===== config.mk =====
export PLATFORM = sky130hd
export DESIGN_NAME = uart_tx_serializer
export DESIGN_NICKNAME = d
export VERILOG_FILES = /design/src/rtl/uart_tx_serializer.sv
export SDC_FILE = /design/constraint.sdc
export NUM_CORES = 1
export LEC_CHECK = 0
export CAP_MARGIN = 20
export CORE_UTILIZATION = 53
export CTS_CLUSTER_SIZE = 14
export DETAILED_ROUTE_END_ITERATION = 8
export PLACE_DENSITY = 0.76
export REMOVE_ABC_BUFFERS = 1
export SYNTH_ARGS = -nofsm -noshare
export SYNTH_HDL_FRONTEND = slang
export SYNTH_SLANG_ARGS = --single-unit

===== constraint.sdc =====
create_clock -name clk -period 2.1 [get_ports clk]
set_input_delay 0.63 -clock clk [delete_from_list [all_inputs] [get_ports clk]]
set_output_delay 0.63 -clock clk [all_outputs]
set_load 0.005 [all_outputs]

===== src/rtl/uart_tx_serializer.sv =====
// UART transmitter: serialises DATA_BITS + STOP_BITS frames on baud_in ticks.
// Define UART_TX_PARITY_EN to insert an even parity bit before the stop bits.
module uart_tx_serializer #(
  parameter int DATA_BITS = 8,
  parameter int STOP_BITS = 1
) (
  input  logic                 clk,
  input  logic                 rst,
  input  logic                 baud_in,
  input  logic [DATA_BITS-1:0] tx_data,
  input  logic                 tx_valid,
  output logic                 tx_ready,
  output logic                 txd,
  output logic                 tx_busy,
  output logic                 tx_done
);

  localparam int CW = $clog2(DATA_BITS) + 1;
  localparam logic [CW-1:0] LAST_BIT  = CW'(DATA_BITS - 1);
  localparam logic [CW-1:0] LAST_STOP = CW'(STOP_BITS - 1);

  typedef enum logic [2:0] {
    S_IDLE,
    S_ARM,
    S_START,
    S_DATA,
`ifdef UART_TX_PARITY_EN
    S_PARITY,
`endif
    S_STOP
  } state_e;

  state_e               state_q, state_d;
  logic [DATA_BITS-1:0] shift_q, shift_d;
  logic [CW-1:0]        cnt_q, cnt_d;
  logic                 txd_q, txd_d;
  logic                 ready_q, ready_d;
  logic                 busy_q, busy_d;
  logic                 done_q, done_d;
  logic                 sync1_q, sync2_q, hist_q;
  logic                 bit_tick;
  logic                 accept;
`ifdef UART_TX_PARITY_EN
  logic                 par_q, par_d;
`endif

  assign bit_tick = sync2_q & ~hist_q;
  assign accept   = tx_valid & ready_q;

  assign tx_ready = ready_q;
  assign txd      = txd_q;
  assign tx_busy  = busy_q;
  assign tx_done  = done_q;

  always_comb begin
    state_d = state_q;
    shift_d = shift_q;
    cnt_d   = cnt_q;
    txd_d   = txd_q;
    ready_d = ready_q;
    done_d  = 1'b0;
`ifdef UART_TX_PARITY_EN
    par_d   = par_q;
`endif
    unique case (state_q)
      S_IDLE: begin
        txd_d = 1'b1;
        // accept wins over a coincident tick
        if (accept) begin
          shift_d = tx_data;
          ready_d = 1'b0;
          state_d = S_ARM;
`ifdef UART_TX_PARITY_EN
          par_d   = ^tx_data;
`endif
        end
      end
      S_ARM: begin
        if (bit_tick) begin
          state_d = S_START;
          txd_d   = 1'b0;
        end
      end
      S_START: begin
        if (bit_tick) begin
          state_d = S_DATA;
          txd_d   = shift_q[0];
          cnt_d   = '0;
        end
      end
      S_DATA: begin
        if (bit_tick) begin
          if (cnt_q == LAST_BIT) begin
            cnt_d   = '0;
`ifdef UART_TX_PARITY_EN
            state_d = S_PARITY;
            txd_d   = par_q;
`else
            state_d = S_STOP;
            txd_d   = 1'b1;
`endif
          end else begin
            shift_d = shift_q >> 1;
            cnt_d   = cnt_q + 1'b1;
            txd_d   = shift_q[1];
          end
        end
      end
`ifdef UART_TX_PARITY_EN
      S_PARITY: begin
        if (bit_tick) begin
          state_d = S_STOP;
          txd_d   = 1'b1;
        end
      end
`endif
      S_STOP: begin
        txd_d = 1'b1;
        if (bit_tick) begin
          if (cnt_q == LAST_STOP) begin
            state_d = S_IDLE;
            done_d  = 1'b1;
            ready_d = 1'b1;
          end else begin
            cnt_d = cnt_q + 1'b1;
          end
        end
      end
      default: begin
        state_d = S_IDLE;
        txd_d   = 1'b1;
        ready_d = 1'b1;
      end
    endcase
    busy_d = (state_d != S_IDLE);
  end

  always_ff @(posedge clk or negedge rst) begin
    if (!rst) begin
      state_q <= S_IDLE;
      shift_q <= '0;
      cnt_q   <= '0;
      txd_q   <= 1'b1;
      ready_q <= 1'b1;
      busy_q  <= 1'b0;
      done_q  <= 1'b0;
      sync1_q <= 1'b0;
      sync2_q <= 1'b0;
      hist_q  <= 1'b0;
    end else begin
      state_q <= state_d;
      shift_q <= shift_d;
      cnt_q   <= cnt_d;
      txd_q   <= txd_d;
      ready_q <= ready_d;
      busy_q  <= busy_d;
      done_q  <= done_d;
      sync1_q <= baud_in;
      sync2_q <= sync1_q;
      hist_q  <= sync2_q;
    end
  end

`ifdef UART_TX_PARITY_EN
  always_ff @(posedge clk or negedge rst) begin
    if (!rst) par_q <= 1'b0;
    else      par_q <= par_d;
  end
`endif

endmodule


==> impl_metrics.toml, run 1 <==
[clocking]
clkSlewWorstSetupHoldPaths_ns = 0.12
clock_insertion_delay_worst_skew_ns = 0.30
tritoncts.num_buffers = 3
clock_tree.buffer_depth = 2
clkSinkCount = 22
tritoncts_clock_tree = "done"
ctsRootBufferMaster = "sky130_fd_sc_hd__clkbuf_4"
clock_tree.htree_level_count = 1
cts.repair_timing.setup_buffer_count = 0
cts-resized-gates = 0
hold_buffers = 0

[place]
routabilityCongestion = 0.838
placement.cell_area_um2 = 1320
hpwlAfterDp_mm = 1.38
dp_worst_setup_slack_ns = 0.170
cell_count_post_placement = 145
buffer_ports.inserted = 15

[cells_and_area]
final.fill_count = 156
post-route-cell-area_um2 = 1360
fin_nets = 137
final_core_utilization = 0.679
antenna_cells = 0
area.growth.synth_to_final_pct = 18.2
drive_gt1_frac = 0.172
post_layout_nonfiller_instances = 149

[power_and_ir_drop]
p_total_mw = 1.59
total_leakage_power_nw = 0.594
largest_vdd_supply_drop_v = 0.000701
power.density_cell_area_nw_per_um2 = 1170

[worst_setup_path]
worst_setup_path_start_kind = "flop"
worst_r2r_startpoint = "cnt_q[1]"
reg2reg_setup_slack_ns = 0.37
worst_path_max_delay_cell = "sky130_fd_sc_hd__dfstp_2"
timing.critical_path.arrival_ns = 1.37
timing.critical_path.fanout_max = 4
critPathCaptureType = "output port"
reg2regPathDepth = 5
timing.setup.critical_path_class = "flop to output port"
worst_path_largest_cell_delay_ns = 0.57
cp_top_family = "flip-flops"
setup.worst_path.start = "tx_ready"
timing.critical_path.cells = "clkdlybuf4s50_1"
timing.critical_path.depth = 1
critPathBufInv = 1
worstPathRequired_ns = 1.47

[floorplan]
start_util = 0.574
fp.dieW_um = 48.6
core_um2 = 2000
boundaryPins = 16
area_enclosed_by_the_die_boundary_um2 = 2360
chipHeight_um = 48.6
rows = 16

[detailed_routing]
detail_route.iter0.violations = 3
routedWlPerCell_um = 12.8
drt-total-wl_mm = 1.91
postRouteAntennaNets = 0
via_count = 797
first_pass_iters = 4
detail_route.drc_violations = 0
vias_per_cell = 5.35

[global_route]
grt_start_max_net_pins = 23
grt_pass1_wl_mm = 3.44
grt_overflow_total = 0
antenna_found_initial = 0
grt_pass1_vias = 799
gr-usage-all-layers = 0.193

[yosys]
synth-main-ff-cell = "sky130_fd_sc_hd__dfrtp_1"
synth.distinct_cells = 42
synth_seq_cells = 22
post_synth_instance_area_um2 = 1150
netlist.top_cell.by_area = "sky130_fd_sc_hd__dfrtp_1"
syn_avg_cell_area_um2 = 11.0
post_synth_main_area_contributors = "sky130_fd_sc_hd__dfrtp_1 (44%), sky130_fd_sc_hd__mux2i_1 (7.0%), sky130_fd_sc_hd__dfstp_2 (4.6%)"
synthesis.instances = 105
number_of_synthesized_flops_with_an_enable_pin = 0
ys_warn_count = 0
async_flop_share = 1.00
synthDominantCellAreaShare = 0.435
synth.yosys.seq_area_share = 0.481

[worst_hold_path]
min-delay-path-class = "flop to flop"
hp-start = "sync1_q"
min_delay_path_depth = 0

[sta]
number_of_failing_setup_endpoints_in_the_final_timing_report = 0
max-slew-margin-rel = 0.652
final_report_hold_violation_count = 0
finalCriticalPeriod_ns = 2.00
rsz_0062_raised_after_global_routing = "false"
timing.fmax_mhz = 501
worst_slew_pin_slew_ns = 0.509
fin_worst_hold_slack_ns = 0.361
final.setup.worst_slack_ns = 0.104
setup-tns-final_ns = 0
clock-skew-final_ns = 0.00559
timing.final.max_slew_violations = 0
timing.final.crit_share = 0.951

[run_status]
status = "completed"

[job]
max_cap_violations = 0
[layer usage]
| metal | share of wire | GRT usage | vias up |
|---|---|---|---|
| met3 | 0.015 | 0.0283 | 4 |
| met4 | 0.019 | 0.108 | 0 |
| met2 | 0.48 | 0.326 | 13 |
| met1 | 0.49 | 0.238 | 376 |
| li1 | - | - | 404 |
| met5 | 0 | 0 | - |
[cells in the mapped netlist, types with 2 or more instances]
master and instances:
sky130_fd_sc_hd__o2bb2ai_1 2, sky130_fd_sc_hd__ha_1 2, sky130_fd_sc_hd__a21oi_1 8, sky130_fd_sc_hd__nor2b_1 2
sky130_fd_sc_hd__a31oi_1 2, sky130_fd_sc_hd__a21oi_2 2, sky130_fd_sc_hd__nor2_1 13, sky130_fd_sc_hd__inv_1 5
sky130_fd_sc_hd__o22ai_1 3, sky130_fd_sc_hd__mux2i_1 8, sky130_fd_sc_hd__nand2_1 5, sky130_fd_sc_hd__dfrtp_1 20
sky130_fd_sc_hd__dfstp_2 2, sky130_fd_sc_hd__buf_6 3
[flip-flops by register name (all words and copies together), names as in the netlist]
signal / count
state_q: 3
sync2_q: 1
sync1_q: 1
tx_ready: 1
cnt_q: 4
shift_q: 8
tx_done: 1
hist_q: 1
txd: 1
tx_busy: 1
[power breakdown]
group | leakage, nW | switching (mW) | total [mW] | internal, mW
Clock | 0.0210 | 0.124 | 0.230 | 0.106
Sequential | 0.252 | 0.125 | 0.706 | 0.580
Combinational | 0.321 | 0.317 | 0.656 | 0.339
Total | 0.594 | 0.566 | 1.59 | 1.02
[cell usage in the layout (no fill, tap or decap), types with 2 or more instances in the layout]
| cell type | netlist | layout |
|---|---|---|
| sky130_fd_sc_hd__a31oi_1 | 2 | 2 |
| sky130_fd_sc_hd__dfrtp_1 | 20 | 20 |
| sky130_fd_sc_hd__nor2b_1 | 2 | 2 |
| sky130_fd_sc_hd__nand2_1 | 5 | 5 |
| sky130_fd_sc_hd__clkbuf_4 | 0 | 3 |
| sky130_fd_sc_hd__ha_1 | 2 | 2 |
| sky130_fd_sc_hd__o2bb2ai_1 | 2 | 2 |
| sky130_fd_sc_hd__inv_1 | 5 | 5 |
| sky130_fd_sc_hd__buf_4 | 1 | 2 |
| sky130_fd_sc_hd__o22ai_1 | 3 | 3 |
| sky130_fd_sc_hd__a21oi_1 | 8 | 8 |
| sky130_fd_sc_hd__nor2_1 | 13 | 13 |
| sky130_fd_sc_hd__mux2i_1 | 8 | 8 |
| sky130_fd_sc_hd__clkdlybuf4s50_1 | 0 | 15 |
| sky130_fd_sc_hd__dfstp_2 | 2 | 2 |
| sky130_fd_sc_hd__a21oi_2 | 2 | 2 |
[cell type report]
class                           count  area, um2  share of cell area
Tap cell                           27       33.8              0.0249
Sequential cell                    22        553               0.407
Timing Repair Buffer               18        185               0.136
Multi-Input combinational cell     73        532               0.391
Inverter                            5       18.8              0.0138
Clock buffer                        4       36.3              0.0267
[final timing paths]
kind                         endpoint
max                          tx_ready
min                           sync2_q
max reg2reg                       txd
min reg2reg                   sync2_q
max in group asynchronous         txd
min in group asynchronous  state_q[0]
[logic make-up (layout without fill, tap and decap cells)]
family / Yosys count / count (layout) / share of synthesized area
flops: 22 / 22 / 0.481
mux: 8 / 8 / 0.0696
simple gates: 37 / 37 / 0.194
fa+ha+maj: 2 / 2 / 0.0218
compound gates: 26 / 26 / 0.177
buf+inv: 10 / 27 / 0.0566
Note: power is estimated with default switching activity, not from simulation.
==> run 2: changes to the inputs <==
- CTS_CLUSTER_SIZE: 14 -> not set
==> results of run 2 <==
Same layout as run 1: the final DEF is identical, and so are final timing and power.
==> run 3: changes to the inputs <==
- CELL_PAD_IN_SITES_DETAIL_PLACEMENT: not set -> 0
- CELL_PAD_IN_SITES_GLOBAL_PLACEMENT: not set -> 2
- CORE_UTILIZATION: 53 -> 34
- CTS_CLUSTER_DIAMETER: not set -> 80
- PLACE_DENSITY: 0.76 -> 0.74
==> impl_metrics.toml, run 3 (same netlist as run 1, synthesis figures left out) <==
[clocking]
clkSinkCount = 22
cts.repair_timing.setup_buffer_count = 0
clkSlewWorstSetupHoldPaths_ns = 0.12
clock_tree.buffer_depth = 2
hold_buffers = 0
clock_insertion_delay_worst_skew_ns = 0.31
tritoncts_clock_tree = "done"
cts-resized-gates = 0
ctsRootBufferMaster = "sky130_fd_sc_hd__clkbuf_4"
tritoncts.num_buffers = 3
clock_tree.htree_level_count = 1

[cells_and_area]
multi_input_area_um2 = 532
post_layout_nonfiller_instances = 166
area.growth.synth_to_final_pct = 20.0
fin_nets = 137
largest_register = "shift_q"
drive_gt1_frac = 0.172
mostFrequentLayoutCell = "sky130_fd_sc_hd__dfrtp_1"
final_core_utilization = 0.441
biggest_regs = "shift_q: 8 flops, cnt_q: 4 flops, state_q: 3 flops"
seqCellArea_um2 = 553
final.fill_count = 305
max_reg_flops = 8
antenna_cells = 0
post-route-cell-area_um2 = 1380
final_cell_mix = "sky130_fd_sc_hd__dfrtp_1 (20), sky130_fd_sc_hd__clkdlybuf4s50_1 (15), sky130_fd_sc_hd__nor2_1 (13), sky130_fd_sc_hd__a21oi_1 (8), sky130_fd_sc_hd__mux2i_1 (8)"

[job]
max_cap_violations = 0

[global_route]
grt_pass1_vias = 772
grt_overflow_total = 0
antenna_found_initial = 0
grt_pass1_wl_mm = 3.36
grt_start_max_net_pins = 23
gr-usage-all-layers = 0.128

[run_status]
status = "completed"

[detailed_routing]
postRouteAntennaNets = 0
via_count = 784
drt-total-wl_mm = 1.96
routedWlPerCell_um = 11.8
first_pass_iters = 4
detail_route.iter0.violations = 17
detail_route.drc_violations = 0
vias_per_cell = 4.72

[place]
buffer_ports.inserted = 15
dp_worst_setup_slack_ns = 0.202
routabilityCongestion = 0.699
cell_count_post_placement = 162
placement.cell_area_um2 = 1340
hpwlAfterDp_mm = 1.42

[worst_setup_path]
critPathBufInv = 1
reg2reg_setup_slack_ns = 0.30
worstPathRequired_ns = 1.47
timing.critical_path.arrival_ns = 1.38
timing.critical_path.cells = "clkdlybuf4s50_1"
cp_top_family = "flip-flops"
worst_path_max_delay_cell = "sky130_fd_sc_hd__dfstp_2"
worstReg2RegEnd = "cnt_q[3]"
reg2regPathDepth = 4
timing.setup.critical_path_class = "flop to output port"
worst_r2r_startpoint = "state_q[2]"
critPathCaptureType = "output port"
worst_setup_path_start_kind = "flop"
timing.critical_path.fanout_max = 4
worst_path_largest_cell_delay_ns = 0.57

[worst_hold_path]
hp-start = "sync1_q"
hold_path_end = "sync2_q"
min-delay-path-class = "flop to flop"
min_delay_path_depth = 0

[floorplan]
area_enclosed_by_the_die_boundary_um2 = 3620
fp.dieW_um = 60.2
core_um2 = 3130
boundaryPins = 16
start_util = 0.368
chipHeight_um = 60.2
rows = 20

[sta]
finalCriticalPeriod_ns = 2.01
timing.final.crit_share = 0.956
fin_worst_hold_slack_ns = 0.360
setup-tns-final_ns = 0
final_report_hold_violation_count = 0
clock-skew-final_ns = 0.00734
max-slew-margin-rel = 0.704
rsz_0062_raised_after_global_routing = "false"
worst_slew_pin_slew_ns = 0.439
timing.final.max_slew_violations = 0
number_of_failing_setup_endpoints_in_the_final_timing_report = 0
timing.fmax_mhz = 498
final.setup.worst_slack_ns = 0.0919

[power_and_ir_drop]
total_leakage_power_nw = 0.594
p_total_mw = 1.60
power.density_cell_area_nw_per_um2 = 1160
largest_vdd_supply_drop_v = 0.000562
## run 3: layer usage
layer	vias up	routed length (um)	global-route usage
li1	408	-	-
met1	355	1010	0.166
met2	17	863	0.196
met3	4	64	0.0390
met4	0	27	0.0498
met5	-	0	0
## run 3: layout make-up
class	count	area share
well taps	44	0.0399
repair buffers	18	0.134
clock buffers	4	0.0263
multi-input cells	73	0.385
inverters	5	0.0136
flip-flops and latches	22	0.401
## run 3: worst max path at each step
| stage | slack, ns | cells past startpoint | to | start |
|---|---|---|---|---|
| 2_1_floorplan | 0.35 | 4 | shift_q[7] | state_q[2] |
| 3_3_place_gp | 0.19 | 6 | shift_q[7] | tx_valid |
| 3_5_place_dp | 0.20 | 6 | shift_q[4] | tx_valid |
| 4_1_cts | 0.07 | 1 | tx_ready | tx_ready |
| 5_1_grt | 0.02 | 1 | tx_ready | tx_ready |
| 6_report | 0.09 | 1 | tx_ready | tx_ready |
## run 3: where the power goes
group / switching (mW) / internal (mW) / total [mW]
logic: 0.320 / 0.339 / 0.659
registers: 0.123 / 0.580 / 0.703
clock network: 0.128 / 0.106 / 0.234
total: 0.570 / 1.03 / 1.60
